<file path="config.mk">
export PLATFORM = sky130hd
export DESIGN_NAME = switch_out_arbiter
export DESIGN_NICKNAME = d
export VERILOG_FILES = /design/src/rtl/switch_out_arbiter.sv
export SDC_FILE = /design/constraint.sdc
export NUM_CORES = 1
export LEC_CHECK = 0
export CORE_AREA = 2 2 49 51
export CTS_CLUSTER_DIAMETER = 120
export DETAILED_ROUTE_END_ITERATION = 12
export DIE_AREA = 0 0 51 53
export GPL_ROUTABILITY_DRIVEN = 0
export PLACE_DENSITY_LB_ADDON = 0.05
export SYNTH_ARGS = -nofsm -noshare
export SYNTH_HDL_FRONTEND = slang
export SYNTH_SLANG_ARGS = --single-unit
</file>
<file path="constraint.sdc">
create_clock -name clk -period 2.23 [get_ports clk]
set_input_delay 0.669 -clock clk [delete_from_list [all_inputs] [get_ports clk]]
set_output_delay 0.669 -clock clk [all_outputs]
set_load 0.02 [all_outputs]
</file>
<file path="src/rtl/switch_out_arbiter.sv">
// Output-port arbiter of the 2x2 switch: merges two FWFT source queues into one registered stream.
// Optional build macro STARVE_GUARD_EN adds the low-priority starvation guard in PRIO mode.
module switch_out_arbiter #(
    parameter int         DATA_W       = 8,
    parameter logic [3:0] CFG_ADDR     = 4'h1,
    parameter int         STARVE_LIMIT = 15
) (
    input  logic              clk,
    input  logic              rst,
    input  logic [DATA_W-1:0] fifo_data_0,
    input  logic              fifo_empty_0,
    output logic              fifo_pop_0,
    input  logic [DATA_W-1:0] fifo_data_1,
    input  logic              fifo_empty_1,
    output logic              fifo_pop_1,
    input  logic [3:0]        configuration_address,
    input  logic [7:0]        configuration_data,
    input  logic              configuration_data_valid,
    output logic [DATA_W-1:0] read_data,
    output logic              read_data_valid,
    output logic              source_add
);
    typedef enum logic [1:0] {M_STRICT, M_RR, M_PRIO} mode_e;
    typedef struct packed {
        logic vld;
        logic src;
    } grant_t;

    logic [7:0]             mode_reg;
    logic                   turn;
    logic                   last_src;
    logic [1:0]             empty;
    logic [1:0][DATA_W-1:0] data;
    logic                   hi;
    logic                   lo;
    logic                   starve_hit;
    mode_e                  mode;
    grant_t                 gnt;

    assign empty = {fifo_empty_1, fifo_empty_0};
    assign data  = {fifo_data_1, fifo_data_0};
    assign hi    = mode_reg[2];
    assign lo    = ~hi;

    // Upper mode bits are kept for software readback symmetry but never decoded.
    logic mode_unused;
    assign mode_unused = ^mode_reg[7:3];

    always_comb begin
        if (mode_reg[1])      mode = M_PRIO;
        else if (mode_reg[0]) mode = M_STRICT;
        else                  mode = M_RR;
    end

`ifdef STARVE_GUARD_EN
    localparam int CNT_W = $clog2(STARVE_LIMIT + 1);
    logic [CNT_W-1:0] starve_cnt;

    assign starve_hit = (starve_cnt == CNT_W'(STARVE_LIMIT));

    // Counter only moves in PRIO; it saturates at the limit rather than wrapping.
    always_ff @(posedge clk or negedge rst) begin
        if (!rst) begin
            starve_cnt <= '0;
        end else if (mode == M_PRIO) begin
            if (empty[lo] || (gnt.vld && gnt.src == lo)) starve_cnt <= '0;
            else if (!starve_hit)                        starve_cnt <= starve_cnt + 1'b1;
        end
    end
`else
    assign starve_hit = 1'b0;
`endif

    always_comb begin
        gnt = '0;
        case (mode)
            M_STRICT: begin
                // Idle on the other source's turn even if it has data.
                if (!empty[turn]) gnt = '{vld: 1'b1, src: turn};
            end
            M_RR: begin
                if (!empty[0] && !empty[1]) gnt = '{vld: 1'b1, src: ~last_src};
                else if (!empty[0])         gnt = '{vld: 1'b1, src: 1'b0};
                else if (!empty[1])         gnt = '{vld: 1'b1, src: 1'b1};
            end
            default: begin
                if (starve_hit && !empty[lo]) gnt = '{vld: 1'b1, src: lo};
                else if (!empty[hi])          gnt = '{vld: 1'b1, src: hi};
                else if (!empty[lo])          gnt = '{vld: 1'b1, src: lo};
            end
        endcase
    end

    assign fifo_pop_0 = rst & gnt.vld & ~gnt.src;
    assign fifo_pop_1 = rst & gnt.vld &  gnt.src;

    always_ff @(posedge clk or negedge rst) begin
        if (!rst) begin
            mode_reg        <= 8'b0000_0001;
            turn            <= 1'b0;
            last_src        <= 1'b1;
            read_data       <= '0;
            read_data_valid <= 1'b0;
            source_add      <= 1'b0;
        end else begin
            if (configuration_data_valid && configuration_address == CFG_ADDR)
                mode_reg <= configuration_data;
            if (mode == M_STRICT)
                turn <= ~turn;
            if (gnt.vld) begin
                last_src   <= gnt.src;
                read_data  <= data[gnt.src];
                source_add <= gnt.src;
            end
            read_data_valid <= gnt.vld;
        end
    end
endmodule

</file>
==> results.toml <==
[grt]
grt_max_degree = 12
grt-ovfl-total = 0
grt.total_usage_pct = 13.6
antenna_found_initial = 0
grt_pass1_vias = 638
grt_first_pass_wirelength_um = 2730

[timing]
slew_violations = 0
hold_viol = 0
worst_pin_slew_ps = 311
finalCriticalPeriod_ps = 2280
maxSlewHeadroom_pct = 79.3
timing.final.crit_share_pct = 102
rsz0062_at_grt = "true"
setup-violations-final = 2
max_freq_ghz = 0.439
fin_worst_skew_ps = 0.871
fin_ws_ps = -48.2

[die]
ios = 45
die_area_um2 = 2700
core_area_um2 = 2150
die_w_um = 51
initial_utilization_pct = 34.1
fp.dieH_um = 53
std_cell_rows = 17

[final_layout]
post-route-cell-area_um2 = 1290
area_growth_syn_to_layout_pct = 76.6
fin_nets = 147
fin_cells = 141
drive_gt1_share_pct = 31.9
diodes = 0
largest_register_ffs = 8

[worst_setup_path]
cp_data_required_time_ps = 1560
cp-end-kind = "primary output"
critPathMaxFanout = 3
critPathKind = "in2out"
startpoint_type = "input pin"
cp.arrival_ps = 1610

[detailed_routing]
post_drt_via_cell_ratio = 4.49
postRouteAntennaNets = 0
drcViolationCount = 0
routedWlPerCell_um = 11.2
drt-total-wl_um = 1580
num_vias = 633
dr.pass1.iters = 4
drt-initial-drc-count = 3

[power]
clockPowerShare_pct = 14.6
ir_drop_mv = 0.382
internal_power_uw = 695
p_sw_share_pct = 32.4
p_leak_uw = 0.000559
p_switching_uw = 333
p_comb_share_pct = 46.3
p_per_area_nw_per_um2 = 795
seqPwrFrac_pct = 39.2

[placement]
port_buffers = 39
post_dp_cell_area_um2 = 1210
dp_hpwl_um = 1320
dp.cells = 135

[clocking]
cts-root-buf = "clkbuf_4"
htree_levels = 1
clock_latency_ps = 270
postCtsHoldBufs = 0
cts_buffer_depth = 2
cts_tree = "done"
clk_pin_slew_ps = 90
cts.sinks = 15
numCtsBuffers = 3

[synthesis]
ys_ff_latch = 15
syn_nets = 94
synthCells = 61
yosys_warnings = 0
postSynthAreaPerCell_um2 = 12.0
synth_cell_types = 20
synth_seq_area_share_pct = 51.6
synthesis.area_um2 = 732

[flow_run]
cap_violations = 0

[min_path]
hold_path_class = "reg2reg"

[status]
status = "finished, violations left"
violations = "negative setup slack"
cell families (layout without fill, tap and decap cells):
family	after synthesis	count (layout)	share of synthesized area [%]
simple gates	16	16	13.7
buf+inv	5	57	3.76
mux	12	12	17.1
compound gates	12	12	12.7
xor+xnor	1	1	1.20
flops	15	15	51.6
power groups by stage:
stage | registers [uW] | clock network (uW) | logic [uW]
after global placement | 399 | 0 | 447
after floorplan | 448 | 0 | 186
after CTS | 402 | 158 | 471
after global routing | 413 | 171 | 517
final | 403 | 150 | 475
after detailed placement | 402 | 0 | 452
critical path, cell delays in order:
cell       delay, ps
buf_2            110
buf_6            110
a2111oi_4        360
and3_4           250
buf_6            110
timing repair:
action | in CTS | in global routing
setup endpoints to repair | 2 | 2
pin swaps | 4 | 5
setup buffers | 1 | 1
gates resized for setup | 24 | 7
stage by stage:
stage	power [uW]	hold WS [ps]	setup WS, ps	util, %	setup TNS (ps)
after CTS	1030	532	-78.5	58.8	-148
after global routing	1100	542	-110	60.2	-210
after detailed placement	854	511	-1000	56.6	-2720
final	1030	530	-48.2	60.2	-72.5
after global placement	846	503	-992	56.6	-2590
after floorplan	635	373	-3.58	-	-3.58
placed cells by master, fill, tap and decap left out:
master and n:
clkinv_2 1, dfstp_2 2, dfrtp_2 1, a22oi_2 1, nor2b_4 1, nor2_2 1, clkdlybuf4s50_1 35, a21o_2 2
mux2_4 1, dfrtp_1 12, buf_4 11, inv_1 2, buf_8 1, clkbuf_4 3, xnor2_1 1, mux2_2 3
a21oi_1 8, a2111oi_4 1, nor2_1 9, nor4b_4 1, buf_6 3, mux2i_1 8, buf_2 1, nor3b_4 1
and3_4 1, and4b_1 1, nand2_1 1
final timing paths:
kind	end	startpoint	slack (ps)	cells after the start
hold reg to reg	source_add$_DFFE_PN0P_	source_add$_DFFE_PN0P_	530	1
min in group asynchronous	read_data[4]$_DFFE_PN0P_	rst	770	2
max in group asynchronous	last_src$_DFFE_PN1P_	rst	1220	2
setup reg to reg	read_data[3]$_DFFE_PN0P_	mode_reg[1]$_DFFE_PN0P_	590	6
setup / recovery	fifo_pop_1	fifo_empty_1	-50	5
hold / removal	source_add$_DFFE_PN0P_	source_add$_DFFE_PN0P_	530	1
layout make-up:
class	instances	area (um^2)
multi-input combinational	41	357
clock buffer	3	22.5
clock inverter	1	5.00
inverter	2	7.51
timing repair buffer	51	487
tap	28	35.0
sequential	15	379
fill	194	856
cell usage after synthesis:
cell type	n	area, um^2
a2111oi_4	1	27.5
a21o_2	2	17.5
a21oi_1	8	40.0
a22oi_1	1	7.51
and3_2	1	7.51
and4b_1	1	10.0
buf_2	1	5.00
buf_6	1	11.3
clkbuf_1	1	3.75
dfrtp_1	13	325
dfstp_2	2	52.6
inv_1	2	7.51
mux2_2	4	45.0
mux2i_1	8	80.1
nand2_1	1	3.75
nor2_1	10	37.5
nor2b_4	1	13.8
nor3b_2	1	12.5
nor4b_2	1	15.0
xnor2_1	1	8.76
metal layers:
metal  wire length, um  vias to the layer above  track usage, %
met1               700                      285            17.3
met5                 0                        -               0
met4                17                        0            6.76
met2               755                       26            21.9
met3               110                        2            2.82
li1                  -                      320               -
Power figures use the tool's default switching activity.
